`src/rtl/reaction_pkg.sv`:
```
// Shared types and constants for the reaction-time session controller.
package reaction_pkg;

    typedef enum logic [2:0] {
        StIdle,
        StArm,
        StWaitDelay,
        StStim,
        StCapture,
        StResult,
        StFalseStart,
        StSummary
    } state_t;

    localparam logic [13:0] MAX_MS    = 14'd9999;
    localparam logic [15:0] LFSR_SEED = 16'hACE1;
    localparam logic [15:0] LFSR_TAPS = 16'hB400;

    // Galois step for x^16+x^14+x^13+x^11+1; a non-zero state never maps to zero.
    function automatic logic [15:0] lfsr_next(input logic [15:0] v);
        return v[0] ? ((v >> 1) ^ LFSR_TAPS) : (v >> 1);
    endfunction

endpackage

```
`src/rtl/reaction_lfsr.sv`:
```
// Free-running 16-bit Galois LFSR; seed reloaded on reset, low bits exported.
module reaction_lfsr #(
    parameter int unsigned OUT_BITS = 11
) (
    input  logic                clk,
    input  logic                reset,
    output logic [OUT_BITS-1:0] rand_bits
);
    import reaction_pkg::*;

    logic [15:0] lfsr_q;

    always_ff @(posedge clk or posedge reset) begin
        if (reset) begin
            lfsr_q <= LFSR_SEED;
        end else begin
            lfsr_q <= lfsr_next(lfsr_q);
        end
    end

    assign rand_bits = lfsr_q[OUT_BITS-1:0];

endmodule

```
`src/rtl/reaction_session_ctrl.sv`:
```
// Multi-round reaction-time session controller driving the ms timer and 7-seg display.
// Optional AVG_DISPLAY_EN: in SUMMARY, react_btn toggles the display between best and average.
module reaction_session_ctrl #(
    parameter int unsigned NUM_ROUNDS      = 4,
    parameter int unsigned MIN_DELAY_MS    = 1000,
    parameter int unsigned RAND_RANGE_BITS = 11,
    parameter int unsigned HOLD_MS         = 1500
) (
    input  logic        clk,
    input  logic        reset,
    input  logic        start_btn,
    input  logic        react_btn,
    input  logic        tick_1ms,
    input  logic [13:0] ms_time,
    output logic        timer_clear,
    output logic        timer_start,
    output logic        timer_stop,
    output logic        stim_led,
    output logic [13:0] disp_value,
    output logic        show_error,
    output logic [3:0]  round_idx,
    output logic        session_done
);
    import reaction_pkg::*;

    localparam int unsigned HoldW = $clog2(HOLD_MS + 1);

    state_t               state_q, state_d;
    logic [15:0]          delay_q, delay_d;
    logic [13:0]          best_q, best_d;
    logic [13:0]          disp_q, disp_d;
    logic [4:0]           round_q, round_d;
    logic [HoldW-1:0]     hold_q, hold_d;
    logic                 entry_q, entry_d;
    logic                 cap_q, cap_d;
    logic                 clr_q, clr_d, go_q, go_d, stop_q, stop_d;
    logic                 stim_q, stim_d, err_q, err_d, done_q, done_d;
    logic                 session_start;
    logic                 hold_done;
    logic [RAND_RANGE_BITS-1:0] rand_bits;

`ifdef AVG_DISPLAY_EN
    localparam int unsigned LogRounds = $clog2(NUM_ROUNDS);
    localparam int unsigned SumW      = 14 + LogRounds;

    logic [SumW-1:0] sum_q, sum_d;
    logic            avg_sel_q, avg_sel_d;
    logic [13:0]     avg;

    assign avg = 14'(sum_q >> LogRounds);
`endif

    reaction_lfsr #(
        .OUT_BITS (RAND_RANGE_BITS)
    ) u_lfsr (
        .clk       (clk),
        .reset     (reset),
        .rand_bits (rand_bits)
    );

    // The first in-state cycle never counts a tick, even if one arrives then.
    assign hold_done = tick_1ms && !entry_q && (hold_q == HoldW'(HOLD_MS - 1));

    always_comb begin
        state_d       = state_q;
        delay_d       = delay_q;
        best_d        = best_q;
        disp_d        = disp_q;
        round_d       = round_q;
        hold_d        = hold_q;
        entry_d       = entry_q;
        cap_d         = cap_q;
        clr_d         = 1'b0;
        go_d          = 1'b0;
        stop_d        = 1'b0;
        session_start = 1'b0;
`ifdef AVG_DISPLAY_EN
        sum_d         = sum_q;
        avg_sel_d     = avg_sel_q;
`endif

        unique case (state_q)
            StIdle: begin
                if (start_btn) session_start = 1'b1;
            end
            StArm: begin
                delay_d = 16'(MIN_DELAY_MS) + 16'(rand_bits);
                state_d = StWaitDelay;
            end
            StWaitDelay: begin
                if (react_btn) begin
                    state_d = StFalseStart;
                    hold_d  = '0;
                    entry_d = 1'b1;
                end else if (delay_q == 16'd0) begin
                    state_d = StStim;
                    clr_d   = 1'b1;
                    go_d    = 1'b1;
                end else if (tick_1ms) begin
                    delay_d = delay_q - 16'd1;
                end
            end
            StStim: begin
                if (react_btn || ms_time == MAX_MS) begin
                    stop_d  = 1'b1;
                    cap_d   = 1'b0;
                    state_d = StCapture;
                end
            end
            StCapture: begin
                // Second cycle: the timer has absorbed the stop pulse and holds the final count.
                if (!cap_q) begin
                    cap_d = 1'b1;
                end else begin
                    cap_d   = 1'b0;
                    disp_d  = ms_time;
                    if (ms_time < best_q) best_d = ms_time;
`ifdef AVG_DISPLAY_EN
                    sum_d   = sum_q + SumW'(ms_time);
`endif
                    state_d = StResult;
                    hold_d  = '0;
                    entry_d = 1'b1;
                end
            end
            StResult, StFalseStart: begin
                entry_d = 1'b0;
                if (tick_1ms && !entry_q) hold_d = hold_q + 1'b1;
                if (hold_done) begin
                    state_d = StArm;
                    if (state_q == StResult) begin
                        round_d = round_q + 5'd1;
                        if (round_q + 5'd1 == 5'(NUM_ROUNDS)) begin
                            state_d = StSummary;
                            disp_d  = best_q;
`ifdef AVG_DISPLAY_EN
                            avg_sel_d = 1'b0;
`endif
                        end
                    end
                end
            end
            StSummary: begin
                if (start_btn) begin
                    session_start = 1'b1;
`ifdef AVG_DISPLAY_EN
                end else if (react_btn) begin
                    avg_sel_d = !avg_sel_q;
                    disp_d    = avg_sel_q ? best_q : avg;
`endif
                end
            end
            default: state_d = StIdle;
        endcase

        if (session_start) begin
            state_d = StArm;
            round_d = '0;
            best_d  = MAX_MS;
            clr_d   = 1'b1;
`ifdef AVG_DISPLAY_EN
            sum_d   = '0;
`endif
        end

        stim_d = (state_d == StStim);
        err_d  = (state_d == StFalseStart);
        done_d = (state_d == StSummary);
    end

    always_ff @(posedge clk or posedge reset) begin
        if (reset) begin
            state_q <= StIdle;
            delay_q <= '0;
            best_q  <= MAX_MS;
            disp_q  <= '0;
            round_q <= '0;
            hold_q  <= '0;
            entry_q <= 1'b0;
            cap_q   <= 1'b0;
            clr_q   <= 1'b0;
            go_q    <= 1'b0;
            stop_q  <= 1'b0;
            stim_q  <= 1'b0;
            err_q   <= 1'b0;
            done_q  <= 1'b0;
        end else begin
            state_q <= state_d;
            delay_q <= delay_d;
            best_q  <= best_d;
            disp_q  <= disp_d;
            round_q <= round_d;
            hold_q  <= hold_d;
            entry_q <= entry_d;
            cap_q   <= cap_d;
            clr_q   <= clr_d;
            go_q    <= go_d;
            stop_q  <= stop_d;
            stim_q  <= stim_d;
            err_q   <= err_d;
            done_q  <= done_d;
        end
    end

`ifdef AVG_DISPLAY_EN
    always_ff @(posedge clk or posedge reset) begin
        if (reset) begin
            sum_q     <= '0;
            avg_sel_q <= 1'b0;
        end else begin
            sum_q     <= sum_d;
            avg_sel_q <= avg_sel_d;
        end
    end
`endif

    assign timer_clear  = clr_q;
    assign timer_start  = go_q;
    assign timer_stop   = stop_q;
    assign stim_led     = stim_q;
    assign show_error   = err_q;
    assign session_done = done_q;
    assign disp_value   = disp_q;
    assign round_idx    = round_q[3:0];

endmodule

```
`config.mk`:
```
export PLATFORM = sky130hd
export DESIGN_NAME = reaction_session_ctrl
export DESIGN_NICKNAME = d
export VERILOG_FILES = /design/src/rtl/reaction_pkg.sv /design/src/rtl/reaction_lfsr.sv /design/src/rtl/reaction_session_ctrl.sv
export SDC_FILE = /design/constraint.sdc
export NUM_CORES = 1
export LEC_CHECK = 0
export CAP_MARGIN = 20
export CORE_MARGIN = 8
export CORE_UTILIZATION = 33
export CTS_CLUSTER_DIAMETER = 100
export DETAILED_ROUTE_END_ITERATION = 8
export PLACE_DENSITY = 0.5
export SLEW_MARGIN = 30
export SYNTH_ARGS = -nofsm -noshare
export SYNTH_HDL_FRONTEND = slang
export SYNTH_SLANG_ARGS = --single-unit
```
`constraint.sdc`:
```
create_clock -name clk -period 4.23 [get_ports clk]
set_input_delay 1.0575 -clock clk [delete_from_list [all_inputs] [get_ports clk]]
set_output_delay 1.0575 -clock clk [all_outputs]
set_load 0.02 [all_outputs]
```
==> reports/results.ini <==
[die]
placementRows = 44
initial_core_util_pct = 33.18
design.die.area_mm2 = 0.01849
floorplan.core_area_mm2 = 0.01431
chipHeight_um = 136.0
floorplan.io_pins = 43
die_w_um = 136.0

[run]
max_cap_violations = 0

[global_route]
antenna_found_initial = 0
largest_net_degree_at_the_start_of_global_routing = 51
grt_first_pass_wirelength_um = 19040
grt_pass1_vias = 3577
global_route_total_usage_across_every_layer_pct = 12.93
globalRouteOverflowTotal = 0

[cts]
post_cts_hold_buffer_count = 0
clock_transition_at_the_registers_of_the_reported_paths_ns = 0.06
ctsHtreeMaxLevel = 3
clock_insertion_delay_worst_skew_ns = 0.34
cts_tree = done
postCtsSetupRepairBufs = 0
cts_buffers = 9
cts-root-buf = clkbuf_16
cts-root-to-sink-buffers = 2
cts_sinks = 87
cts_resized = 0

[synthesis]
yosys_register_bits = 87
synth_top_family_by_area = simple AND/OR/NAND/NOR gates
postSynthNetCount = 534
synth_cell_type_count = 62
postSynthAreaPerCell_um2 = 9.576
ys_async_rst_share_pct = 100.0
synth_ff_type = dfrtp_1
netlist_area_mm2 = 0.004750
synth.area.mux_share_pct = 4.452
synth.yosys.seq_area_share_pct = 46.26
synth-warning-count = 0
postSynthCellCount = 496
yosys.area_share.adder_pct = 5.005
synth_compound_gate_area_share_pct = 13.70
synth_xor_xnor_area_share_pct = 4.610
synth-simple-area-share_pct = 20.92
synth-edff-count = 0

[critical_path]
worstPathRequired_ns = 4.49
number_of_stages_on_the_worst_setup_path = 6
cp-end-kind = flop
worst_path_largest_cell_delay_ns = 0.58
critPathLaunch = tick_1ms
critPathMaxFanout = 8
arrival_ns = 3.22
critPathMostFrequentCell = and4_1
ff2ff_path_depth = 6
critical_path.startpoint_type = input port
kind_of_critical_path = input port to flop
worst-path-buf-inv = 1
highest_delay_cell_along_the_critical_path = clkdlybuf4s50_1
reg2reg_setup_slack_ns = 1.78
cpLargestDelayFamily = simple AND/OR/NAND/NOR gates
timing.rr.start = state_q[2]
path_cells = clkdlybuf4s50_1 > nand2b_1 > nor4_4 > and4_1 > and4_1 > mux2i_1
critical_path.endpoint = round_q[4]
worst_r2r_endpoint = show_error

[placement]
port_buffers = 42
gp_congestion = 0.7947
total_half_perimeter_wirelength_after_legalization_and_detailed_placement_um = 7955
dpl_worst_slack_ns = 0.9297

[final_layout]
layout.cells.most_common = dfrtp_1
layout_common_cells = dfrtp_1 (71), nor2_1 (52), nand2_1 (47), clkdlybuf4s50_1 (42), a21oi_1 (36)
filler_instances = 1432
area.growth.synth_to_final_pct = 18.26
regArea_mm2 = 0.002197
final_layout_size_suffix_gt1_share_pct = 10.43
fin_nets = 570
antennaDiodeCount = 0
multi_input_area_mm2 = 0.002323

[routing]
drtAntennaViolNets = 0
firstDrtPassIters = 4
vias = 3622
post_drt_via_cell_ratio = 5.024
drcViolationCount = 0
routed_wirelength_um = 11290
iteration_0_drc_count_of_the_detailed_router = 154
drt_wl_cell_um = 15.66

[sta]
hold_viol_final = 0
rsz_0062_raised_after_global_routing = no
hold_slack_ns = 0.3456
timing.max_slew.rel_slack_pct = 50.56
totalNegativeSetupSlack_ns = 0
finalClockSkew_ns = 0.006235
timing_worst_slew_pin_value_ns = 0.7416
drv_slew = 0
layout_min_cycle_time_ns = 2.956
finalCritPeriodShare_pct = 69.88
fmaxAchievable_mhz = 338.3
final.setup.worst_slack_ns = 1.274
final-setup-viol-count = 0

[power]
report.power.total_w = 0.001774
ir_drop_mv = 0.1614
cell_internal_pwr_w = 0.001345
power_frac_comb_pct = 8.0
p_seq_share_pct = 50.8
clock_power_share_pct = 41.2
switching_share_of_power_pct = 24.18
power.net_switching_w = 0.0004289
power_leakage_nw = 2.483
powerDensity_mw_per_mm2 = 315.8

[run_status]
status = complete, no violations

[min_path]
min-delay-path-class = flop to flop

[metal layers]
layer / part of all wire, % / routed length (um) / global-route usage [%] / vias to the layer above
met3: 3.3 / 375 / 2.402 / 5
li1: - / - / - / 1820
met2: 46 / 5170 / 19.55 / 50
met5: 0 / 0 / 0 / -
met4: 0.67 / 76 / 5.491 / 0
met1: 50 / 5671 / 17.71 / 1747
[cell usage after synthesis, types with 2 or more instances]
master     count  area share (%)
nor4_1         6            0.79
a22oi_1        2            0.32
nor2_1        52             4.1
nand4bb_1      2            0.47
ha_1          19             5.0
a21oi_1       36             3.8
a31o_2         2            0.37
a211oi_1       2            0.32
o21ai_1        3            0.32
nor4b_1        2            0.37
o221ai_1       2            0.37
nand2_1       48             3.8
nand3_1       12             1.3
a21o_1         2            0.32
nor3_1        12             1.3
mux2i_1       11             2.3
dfrtp_1       71              37
mux2_2         9             2.1
clkbuf_1       9            0.71
dfstp_2       16             8.9
nand4b_1       4            0.74
a41oi_1        2            0.37
nand2b_1       5            0.66
nor2b_1        2            0.26
xnor2_1        9             1.7
a32oi_1        2            0.37
o21ai_0       34             3.6
a32o_1         2            0.42
o2bb2ai_1      2            0.37
and4_1         5            0.92
nand4_1        8             1.1
or3_1          3            0.40
buf_2          9            0.95
nor4b_2        2            0.63
buf_4          5            0.79
inv_1         33             2.6
and2_1         4            0.53
nor4_4         2            0.90
xor2_1        16             3.0
and3_1         7            0.92
[state kept, by name (all words and copies together), names as in the netlist, 3 cells and up]
name           flops
delay_q           16
u_lfsr.lfsr_q     16
best_q            14
disp_value        14
hold_q            11
round_q            5
state_q            3
[stage by stage]
| step | utilization [%] | cell area [um^2] | instances |
|---|---|---|---|
| 2_1_floorplan | - | 4750 | 496 |
| 3_3_place_gp | 37.33 | 5343 | 705 |
| 3_5_place_dp | 37.40 | 5354 | 705 |
| 4_1_cts | 39.24 | 5617 | 721 |
| 5_1_grt | 39.24 | 5617 | 721 |
| 6_report | 39.24 | 5617 | 721 |
[power by group through the flow]
| stage | logic [W] | registers (W) | clock network (W) |
|---|---|---|---|
| 2_1_floorplan | 0.0000929 | 0.000903 | 0 |
| 3_3_place_gp | 0.000142 | 0.000912 | 0 |
| 3_5_place_dp | 0.000144 | 0.000914 | 0 |
| 4_1_cts | 0.000145 | 0.000900 | 0.000759 |
| 5_1_grt | 0.000163 | 0.000908 | 0.000789 |
| 6_report | 0.000142 | 0.000901 | 0.000731 |
[logic make-up after synthesis]
logic type	Yosys count
and+or+nand+nor	184
AOI/OAI and AO/OA	105
DFF	87
buffers and inverters	56
xor gates and xnor gates	25
muxes	20
adders and majority gates	19
[worst reg2reg max path: cells and delay by family (launching register included)]
| kind | cells | cell delay (ns) |
|---|---|---|
| buffers and inverters | 1 | 0.32 |
| flip-flops | 1 | 0.77 |
| AND/OR/NAND/NOR | 3 | 0.56 |
| AO/OA/AOI/OAI | 2 | 0.73 |
[final cells by class]
| class | count | area share [%] |
|---|---|---|
| tap | 184 | 4.099 |
| multi-input combinational | 353 | 41.37 |
| sequential | 87 | 39.12 |
| timing repair buffer | 48 | 8.510 |
| clock inverter | 1 | 0.08911 |
| clock buffer | 15 | 4.589 |
| inverter | 33 | 2.228 |
[worst min path at each step]
stage	start	endpoint	depth (start not counted)
3_5_place_dp	u_lfsr.lfsr_q[12]	u_lfsr.lfsr_q[11]	0
6_report	u_lfsr.lfsr_q[12]	u_lfsr.lfsr_q[11]	0
3_3_place_gp	u_lfsr.lfsr_q[12]	u_lfsr.lfsr_q[11]	0
2_1_floorplan	u_lfsr.lfsr_q[12]	u_lfsr.lfsr_q[11]	0
4_1_cts	u_lfsr.lfsr_q[12]	u_lfsr.lfsr_q[11]	0
5_1_grt	u_lfsr.lfsr_q[12]	u_lfsr.lfsr_q[11]	0
Power figures use the tool's default switching activity.
